$ cat src/rtl/fb_writer_pkg.sv
// Shared frame-buffer definitions: image geometry, buffer address width and
// the writer state encoding. The matching/feature blocks import these too.
package fb_writer_pkg;

   localparam int IMG_W_DEF = 160;
   localparam int IMG_H_DEF = 120;
   localparam int FB_ADDR_W = 15;

   typedef logic [FB_ADDR_W-1:0] fb_addr_t;

   typedef enum logic [1:0] {
      IDLE = 2'd0,
      FILL = 2'd1,
      HOLD = 2'd2
   } fb_state_t;

   // Counter width for a 0..n-1 range. It never returns 0, so a dimension
   // of 1 still gets a legal 1-bit vector.
   function automatic int cnt_width(input int n);
      return (n > 1) ? $clog2(n) : 1;
   endfunction

endpackage

$ cat src/rtl/fb_addr_gen.sv
// Raster position tracker for the frame writer. It holds the column, row and
// linear address of the next expected beat. The address only ever increments
// or reloads, so no multiplier is needed.
module fb_addr_gen
   import fb_writer_pkg::*;
#(
   parameter int IMG_W = IMG_W_DEF,
   parameter int IMG_H = IMG_H_DEF
)(
   input  logic     clock,
   input  logic     reset,
   input  logic     clear,      // back to the origin
   input  logic     restart,    // origin beat just written; point at position 1
   input  logic     inc,        // current position written; advance by one
   output fb_addr_t addr,
   output logic     at_origin,
   output logic     at_last
);

   localparam int COL_W = cnt_width(IMG_W);
   localparam int ROW_W = cnt_width(IMG_H);
   localparam logic [COL_W-1:0] COL_MAX = COL_W'(IMG_W - 1);
   localparam logic [ROW_W-1:0] ROW_MAX = ROW_W'(IMG_H - 1);

   logic [COL_W-1:0] col_reg, col_next;
   logic [ROW_W-1:0] row_reg, row_next;
   fb_addr_t         addr_reg, addr_next;

   // Next position: clear wins over restart, and restart wins over increment.
   always_comb begin
      col_next  = col_reg;
      row_next  = row_reg;
      addr_next = addr_reg;
      if (clear) begin
         col_next  = '0;
         row_next  = '0;
         addr_next = '0;
      end else if (restart) begin
         addr_next = fb_addr_t'(1);
         if (IMG_W == 1) begin
            col_next = '0;
            row_next = ROW_W'(1);
         end else begin
            col_next = COL_W'(1);
            row_next = '0;
         end
      end else if (inc) begin
         addr_next = addr_reg + fb_addr_t'(1);
         if (col_reg == COL_MAX) begin
            col_next = '0;
            row_next = row_reg + ROW_W'(1);
         end else begin
            col_next = col_reg + COL_W'(1);
         end
      end
   end

   // Position registers. Reset returns them to the origin at once.
   always_ff @(posedge clock or posedge reset) begin
      if (reset) begin
         col_reg  <= '0;
         row_reg  <= '0;
         addr_reg <= '0;
      end else begin
         col_reg  <= col_next;
         row_reg  <= row_next;
         addr_reg <= addr_next;
      end
   end

   assign addr      = addr_reg;
   assign at_origin = (addr_reg == '0);
   assign at_last   = (col_reg == COL_MAX) && (row_reg == ROW_MAX);

endmodule

$ cat src/rtl/fb_writer.sv
// Frame writer: it accepts a grey pixel stream, waits for start-of-frame and
// writes one complete frame into the external frame buffer. It then holds
// that frame, with the source stalled, until the consumer releases it.
// Every write is registered, so it is presented one cycle after its accept.
// IMG_W*IMG_H must not exceed 32768 so that every pixel has a buffer address.
module fb_writer
   import fb_writer_pkg::*;
#(
   parameter int IMG_W = IMG_W_DEF,
   parameter int IMG_H = IMG_H_DEF
)(
   input  logic                 clock,
   input  logic                 reset,
   input  logic                 pixValid,
   input  logic [7:0]           pixData,
   input  logic                 pixSof,
   output logic                 pixReady,
   input  logic                 frameRelease,
   output logic [FB_ADDR_W-1:0] FBAddr,
   output logic [7:0]           FBData,
   output logic                 FBwren,
   output logic                 frameDone,
   output logic                 sofErr
);

   // A one-pixel image finishes on its SOF beat.
   localparam bit SINGLE_PIX = (IMG_W * IMG_H == 1);

   fb_state_t state_reg, state_next;

   fb_addr_t   addr_reg, addr_next;
   logic [7:0] data_reg, data_next;
   logic       wren_reg, wren_next;
   logic       done_reg, done_next;
   logic       err_reg,  err_next;

   logic       accept;
   logic       gen_clear, gen_restart, gen_inc;
   fb_addr_t   gen_addr;
   logic       gen_at_origin, gen_at_last;

   assign pixReady = (state_reg != HOLD);
   assign accept   = pixValid && pixReady;

   fb_addr_gen #(
      .IMG_W (IMG_W),
      .IMG_H (IMG_H)
   ) u_addr_gen (
      .clock     (clock),
      .reset     (reset),
      .clear     (gen_clear),
      .restart   (gen_restart),
      .inc       (gen_inc),
      .addr      (gen_addr),
      .at_origin (gen_at_origin),
      .at_last   (gen_at_last)
   );

   // Next state, write request and counter control for each accepted beat.
   always_comb begin
      state_next  = state_reg;
      addr_next   = addr_reg;
      data_next   = data_reg;
      wren_next   = 1'b0;
      done_next   = done_reg;
      err_next    = err_reg;
      gen_clear   = 1'b0;
      gen_restart = 1'b0;
      gen_inc     = 1'b0;
      case (state_reg)
         IDLE: begin
            // Beats before the first SOF are dropped without writing.
            if (accept && pixSof) begin
               wren_next = 1'b1;
               addr_next = '0;
               data_next = pixData;
               if (SINGLE_PIX) begin
                  state_next = HOLD;
                  done_next  = 1'b1;
                  gen_clear  = 1'b1;
               end else begin
                  state_next  = FILL;
                  gen_restart = 1'b1;
               end
            end
         end
         FILL: begin
            if (accept && pixSof) begin
               // A SOF in mid-frame is flagged; the new frame restarts at 0.
               if (!gen_at_origin) begin
                  err_next = 1'b1;
               end
               wren_next = 1'b1;
               addr_next = '0;
               data_next = pixData;
               if (SINGLE_PIX) begin
                  state_next = HOLD;
                  done_next  = 1'b1;
                  gen_clear  = 1'b1;
               end else begin
                  gen_restart = 1'b1;
               end
            end else if (accept) begin
               wren_next = 1'b1;
               addr_next = gen_addr;
               data_next = pixData;
               if (gen_at_last) begin
                  // Registered together with the last write, so frameDone
                  // rises in the same cycle that write is presented.
                  state_next = HOLD;
                  done_next  = 1'b1;
                  gen_clear  = 1'b1;
               end else begin
                  gen_inc = 1'b1;
               end
            end
         end
         HOLD: begin
            if (frameRelease) begin
               state_next = IDLE;
               done_next  = 1'b0;
            end
         end
         default: begin
            state_next = IDLE;
         end
      endcase
   end

   // State register.
   always_ff @(posedge clock or posedge reset) begin
      if (reset) begin
         state_reg <= IDLE;
      end else begin
         state_reg <= state_next;
      end
   end

   // Registered write port and status flags.
   always_ff @(posedge clock or posedge reset) begin
      if (reset) begin
         addr_reg <= '0;
         data_reg <= '0;
         wren_reg <= 1'b0;
         done_reg <= 1'b0;
         err_reg  <= 1'b0;
      end else begin
         addr_reg <= addr_next;
         data_reg <= data_next;
         wren_reg <= wren_next;
         done_reg <= done_next;
         err_reg  <= err_next;
      end
   end

   assign FBAddr    = addr_reg;
   assign FBData    = data_reg;
   assign FBwren    = wren_reg;
   assign frameDone = done_reg;
   assign sofErr    = err_reg;

endmodule

$ cat config.mk
export PLATFORM = sky130hd
export DESIGN_NAME = fb_writer
export DESIGN_NICKNAME = d
export VERILOG_FILES = /design/src/rtl/fb_writer_pkg.sv /design/src/rtl/fb_addr_gen.sv /design/src/rtl/fb_writer.sv
export SDC_FILE = /design/constraint.sdc
export NUM_CORES = 1
export LEC_CHECK = 0
export BUFFER_PORTS_ARGS = -buffer_cell sky130_fd_sc_hd__buf_2
export CAP_MARGIN = 20
export CORE_ASPECT_RATIO = 0.6
export CORE_MARGIN = 4
export CORE_UTILIZATION = 61
export CTS_CLUSTER_SIZE = 30
export DETAILED_ROUTE_END_ITERATION = 8
export PLACE_DENSITY_LB_ADDON = 0.15
export SETUP_SLACK_MARGIN = 0.02
export SYNTH_ARGS = -nofsm -noshare
export SYNTH_HDL_FRONTEND = slang
export SYNTH_SLANG_ARGS = --single-unit
$ cat constraint.sdc
create_clock -name clock -period 3.09 [get_ports clock]
set_input_delay 0 -clock clock [delete_from_list [all_inputs] [get_ports clock]]
set_output_delay 0 -clock clock [all_outputs]
set_load 0.03 [all_outputs]
## Yosys cells after proc, flatten, opt, wreduce, memory -nomap -nowiden

Index checks and enable logic that the tools add are counted.
Widths: inputs -> output; s select.

- Register bits: 58
- Output and inout port bits: 27
- Logic and storage cells: 82
- Input port bits: 13

- Bitwise gates (word level): 1
- Reduce and logical (&&, ||, !) cells: 15
- Equality and inequality tests: 11
- Multiplexer cells: 43
- Add/subtract/negate cells: 3

Operators with widths:

| operator | number |
|---|---|
| $mux 15 | 6 |
| $mux 8 | 7 |
| $pmux 15 s2 | 1 |
| $mux 7 | 4 |
| $mux 1 | 16 |
| $pmux 8 s2 | 1 |
| $add 15x1->15 const B | 1 |
| $logic_not 15->1 | 1 |
| $ne 2x2->1 const B | 6 |
| $mux 2 | 5 |
| $reduce_and 5->1 | 2 |
| $add 8x1->8 const B | 1 |
| $eq 8x8->1 const B | 1 |
| $add 7x1->7 const B | 1 |
| $eq 7x7->1 const B | 1 |
| $pmux 2 s3 | 1 |
| $reduce_and 3->1 | 2 |
| $reduce_bool 3->1 | 2 |
| $pmux 1 s2 | 2 |
| $reduce_bool 2->1 | 2 |
| $logic_and 1x1->1 | 3 |
| $ne 3x3->1 const B | 1 |
| $eq 2x1->1 const B | 1 |
| $eq 2x2->1 const B | 1 |
| 4 further kinds | 4 |

## Logic depth before layout (Yosys ltp)

- Depth in word-level cells: 9
- Depth in mapped cells: 7
- Gate-level depth less buffers: 5

## Cells and area by module

From an unflattened synthesis, not the netlist that was laid out.

- Cell total of the unflattened synthesis: 241
- Area total of the unflattened synthesis: 2673.8 µm²

By module, submodules not included:

| module | times used | area each (µm²) | cells an instance | seq. area each (µm²) |
|---|---|---|---|---|
| fb_addr_gen | 1 | 1579.0 | 169 | 750.7 |
| fb_writer | 1 | 1094.8 | 72 | 700.7 |

## Least setup slack after synthesis

No wires, ideal clock.

- Path type: reg2reg
- Start: reg u_addr_gen.col_reg[0]
- End: reg u_addr_gen.addr_reg[10], in the netlist u_addr_gen.addr[10]
- Path slack: 1096 ps
- Setup time: 78 ps
- Required time: 3012 ps
- Stages on the path, launching flop included: 8
- Period minus slack after synthesis: 1994 ps
- Data arrival time: 1916 ps
- Buffers on the path: 2
- Cells stage by stage: dfrtp_1 ha_1 and4_1 clkbuf_1 and4_1 clkbuf_1 or4_1 a21oi_1

- Longest elaborated chain between the ends: 7
- Elaborated cells on any way between the ends: 12
- Those cells by class: eq/ne (1); mux (9); reduce/logical (2)

RTL lines:

| item | RTL line | RTL |
|---|---|---|
| start: declaration | fb_addr_gen.sv:25 | `logic [COL_W-1:0] col_reg, col_next;` |
| start signal: assignment | fb_addr_gen.sv:65 | `col_reg <= col_next;` |
| $eq 8x8->1 * | fb_addr_gen.sv:73 | `assign at_last = (col_reg == COL_MAX) && (row_reg == ROW_MAX);` |
| $logic_and 1x1->1 * | fb_addr_gen.sv:73 |  |
| $mux 1 | fb_writer.sv:107 | `if (gen_at_last) begin` |
| $mux 1 | fb_writer.sv:103 | `end else if (accept) begin` |
| $mux 1 | fb_writer.sv:88 | `if (accept && pixSof) begin` |
| $mux 1 | fb_writer.sv:70 | `case (state_reg)` |
| $reduce_bool 3->1 (no line) or $mux 15 (tied branches) | - |  |
| end signal: assignment | fb_addr_gen.sv:67 | `addr_reg <= addr_next;` |
| end: declaration | fb_addr_gen.sv:27 | `fb_addr_t addr_reg, addr_next;` |

Mark *: on every way between the ends. The rest lies on a longest branch, timed or not.
A chain may end at the register's enable or synchronous reset.

## Worst setup path in the final report

- Start: reg state_reg[1]
- End: reg u_addr_gen.addr_reg[13], in the netlist u_addr_gen.addr[13]

- Longest elaborated chain between the ends: 7
- Elaborated cells on any way between the ends: 17
- Those cells by class: eq/ne (2); mux (10); reduce/logical (5)

RTL lines:

| item | RTL line | RTL |
|---|---|---|
| start: declaration | fb_writer.sv:29 | `fb_state_t state_reg, state_next;` |
| start signal: assignment | fb_writer.sv:135 | `state_reg <= state_next;` |
| $ne 2x2->1 | fb_writer.sv:42 | `assign pixReady = (state_reg != HOLD);` |
| $logic_and 1x1->1 | fb_writer.sv:43 | `assign accept = pixValid && pixReady;` |
| $logic_and 1x1->1 | fb_writer.sv:73, fb_writer.sv:88 |  |
| $mux 1 | fb_writer.sv:88 |  |
| $mux 1 | - |  |
| $mux 15 | fb_addr_gen.sv:38 | `end else if (restart) begin` |
| $mux 15 | fb_addr_gen.sv:34 | `if (clear) begin` |

Parallel ways exist; a longest one is shown, timed or not.

==> metrics <==
status finished, final reports clean; FMAX 457 MHz; WS Path Type reg -> reg; Starting Density 64.5%; VDD IR max 0.402 mV; Power Density 545 nW/um^2; WHS 25.4 ps; P_int 0.00130 W; Detailed Place HPWL 4150 um; Vias 2,332; Post-layout nets 350; area delta synth->final 20.2%; part of the power in registers 47.9%; post-synth top area share 53.4%; Synth Flop Type dfrtp_1; Worst Tran Pin Value 797 ps; Worst slew margin 46.8%; max incr delay on CP 660 ps; TNS Setup 0 ps; post-synthesis sequential area ratio 53.4%; post-route setup slack 903 ps; TritonCTS Buffers 9; drt wl/cell 16.0 um; top cells by area, synth dfrtp_1 (53%), nand2_1 (6.6%), a22o_1 (3.5%), a21oi_1 (3.3%), o21ai_0 (3.3%); DRC 0; Netlist cell types 42; max_cap viols 0; Max Slew Vio Count 0; min Tclk post-route 2190 ps; synthesized area per cell 9.64 um^2; first-pass GRT wire length 10,800 um; die height 59.7 um; hold_buf cts 12; Max stage delay cell, worst path or4_1; most common cell after layout, fill and taps aside dfrtp_1; Core Region 4210 um^2; Antenna diodes 0; Synth Warn # 0; register area 1450 um^2; gr usage total 25.8%; cts repair resizes 0; CTS max path bufs 2; clock root buffer clkbuf_8; Synth Cell Area 2720 um^2; Final ANT Viol Nets 0; Total Wirelength 6330 um; sw power 0.000482 W; Setup crit end kind flip-flop; Leakage 1.54 nW; worst path required time 3350 ps; routability cong. 0.904; RSZ-0062 raised after global routing no; CP most frequent cell or4_1; clock skew 8.18 ps; drt first pass iters 4; CP Max Fanout 17; Worst Hold Class in -> reg; final period utilization 70.8%; Fin. Hold Viols 0; die area 5620 um^2; clk sinks 58; Syn Nets 299; vias in the first global route 2,290; gr ovfl total 0; # rows 18; EDFF count, synth 0; Clock Pin Slew Worst Setup and Hold Paths 70 ps; worst path arrival time 2450 ps; share of layout cells above drive strength 1 19.0%; Sw Ratio 27.1%; Clk pwr share 39.1%; Post-Place Worst Slack 918 ps; placed insts 370; FILL cells 289; Synth Instances 282; Synth async-reset ratio 100%; multi-input combinational cell area 1150 um^2; DR vias/cell 5.89; dominant cell type by area after synthesis dfrtp_1; initial antenna violation count 0; critical-path cell list nand2b_1 > buf_4 > or4_1 > or4_1 > a21oi_1; # H-tree levels 3; # port buffers 39; final cell count without fillers 396; final setup vio count 0; largest net degree at the start of global routing 41; part of the power in combinational logic 12.9%; IO Pins 40; Die Wd 94.2 um; Post CTS Setup Buffer Count 0; most frequent cells in the layout dfrtp_1 (58), nand2_1 (48), buf_2 (39); clk_lat worst skew 340 ps; TritonCTS clock tree done; Core Util, Final 77.5%; critical path startpoint category flip-flop; flop and latch count out of synthesis 58; 1st-iter DRT viols 167
[final timing paths]
kind,start,endpoint,slack [ps],depth (start not counted)
worst min register to register,state_reg[1],state_reg[0],470,1
max in group asynchronous,reset,FBData[1],1950,4
worst min-delay path,pixSof,u_addr_gen.row_reg[6],30,2
worst max register to register,state_reg[1],u_addr_gen.addr[13],900,5
min in group asynchronous,reset,u_addr_gen.row_reg[0],380,3
worst max-delay path,state_reg[1],u_addr_gen.addr[13],900,5
[cells in the mapped netlist, types with 3 or more instances]
| library cell | count |
|---|---|
| nand2_1 | 48 |
| a22o_1 | 11 |
| nor4_1 | 5 |
| inv_1 | 12 |
| dfrtp_1 | 58 |
| or3_1 | 7 |
| clkbuf_1 | 11 |
| o21ai_0 | 18 |
| or4_1 | 8 |
| o31ai_1 | 7 |
| xnor2_1 | 7 |
| ha_1 | 4 |
| nor2_1 | 13 |
| and4_1 | 4 |
| nand3_1 | 12 |
| a21oi_1 | 18 |
| nand4_1 | 7 |
| nor3_1 | 3 |
[stage by stage]
step | instance area, um^2 | total power, W
after floorplan | 2720 | 0.00101
after global placement | 2950 | 0.00108
after detailed placement | 2950 | 0.00108
after CTS | 3270 | 0.00179
after global routing | 3270 | 0.00186
final | 3270 | 0.00178
[layout make-up]
class                      count  area share (%)
clock inverter                 3            1.23
timing repair buffer          56            10.8
multi-input combinational    195            35.1
clock buffer                  11            4.64
inverter                      13            1.49
sequential                    58            44.4
tap                           60            2.30
[power by group through the flow]
stage                     registers, W  clock network, W  logic (W)
final                         0.000853          0.000697   0.000231
after global routing          0.000862          0.000737   0.000259
after CTS                     0.000853          0.000703   0.000230
after detailed placement      0.000866                 0   0.000218
after global placement        0.000865                 0   0.000212
after floorplan               0.000892                 0   0.000121
[layer usage]
metal | GRT usage [%] | up-vias | routed length, um
li1 | - | 1104 | -
met1 | 36.7 | 1110 | 2970
met2 | 36.4 | 101 | 2710
met3 | 10.4 | 17 | 516
met4 | 8.23 | 0 | 128
met5 | 0 | - | 0
[worst max-delay path: cells and delay by family (launching register included)]
kind / cells / cell delay, ps
simple gates: 3 / 1360
flops: 1 / 400
buf+inv: 1 / 190
compound gates: 1 / 150
[kinds of logic (layout without fill, tap and decap cells)]
kind of cell,Yosys count,after routing,share of synthesized area [%]
compound gates,60,60,14.0
xor+xnor,9,9,2.90
flops,58,58,53.4
simple gates,121,121,23.1
mux,1,1,0.368
buf+inv,29,83,4.42
fa+ha+maj,4,4,1.84
(Power assumes the default switching activity.)
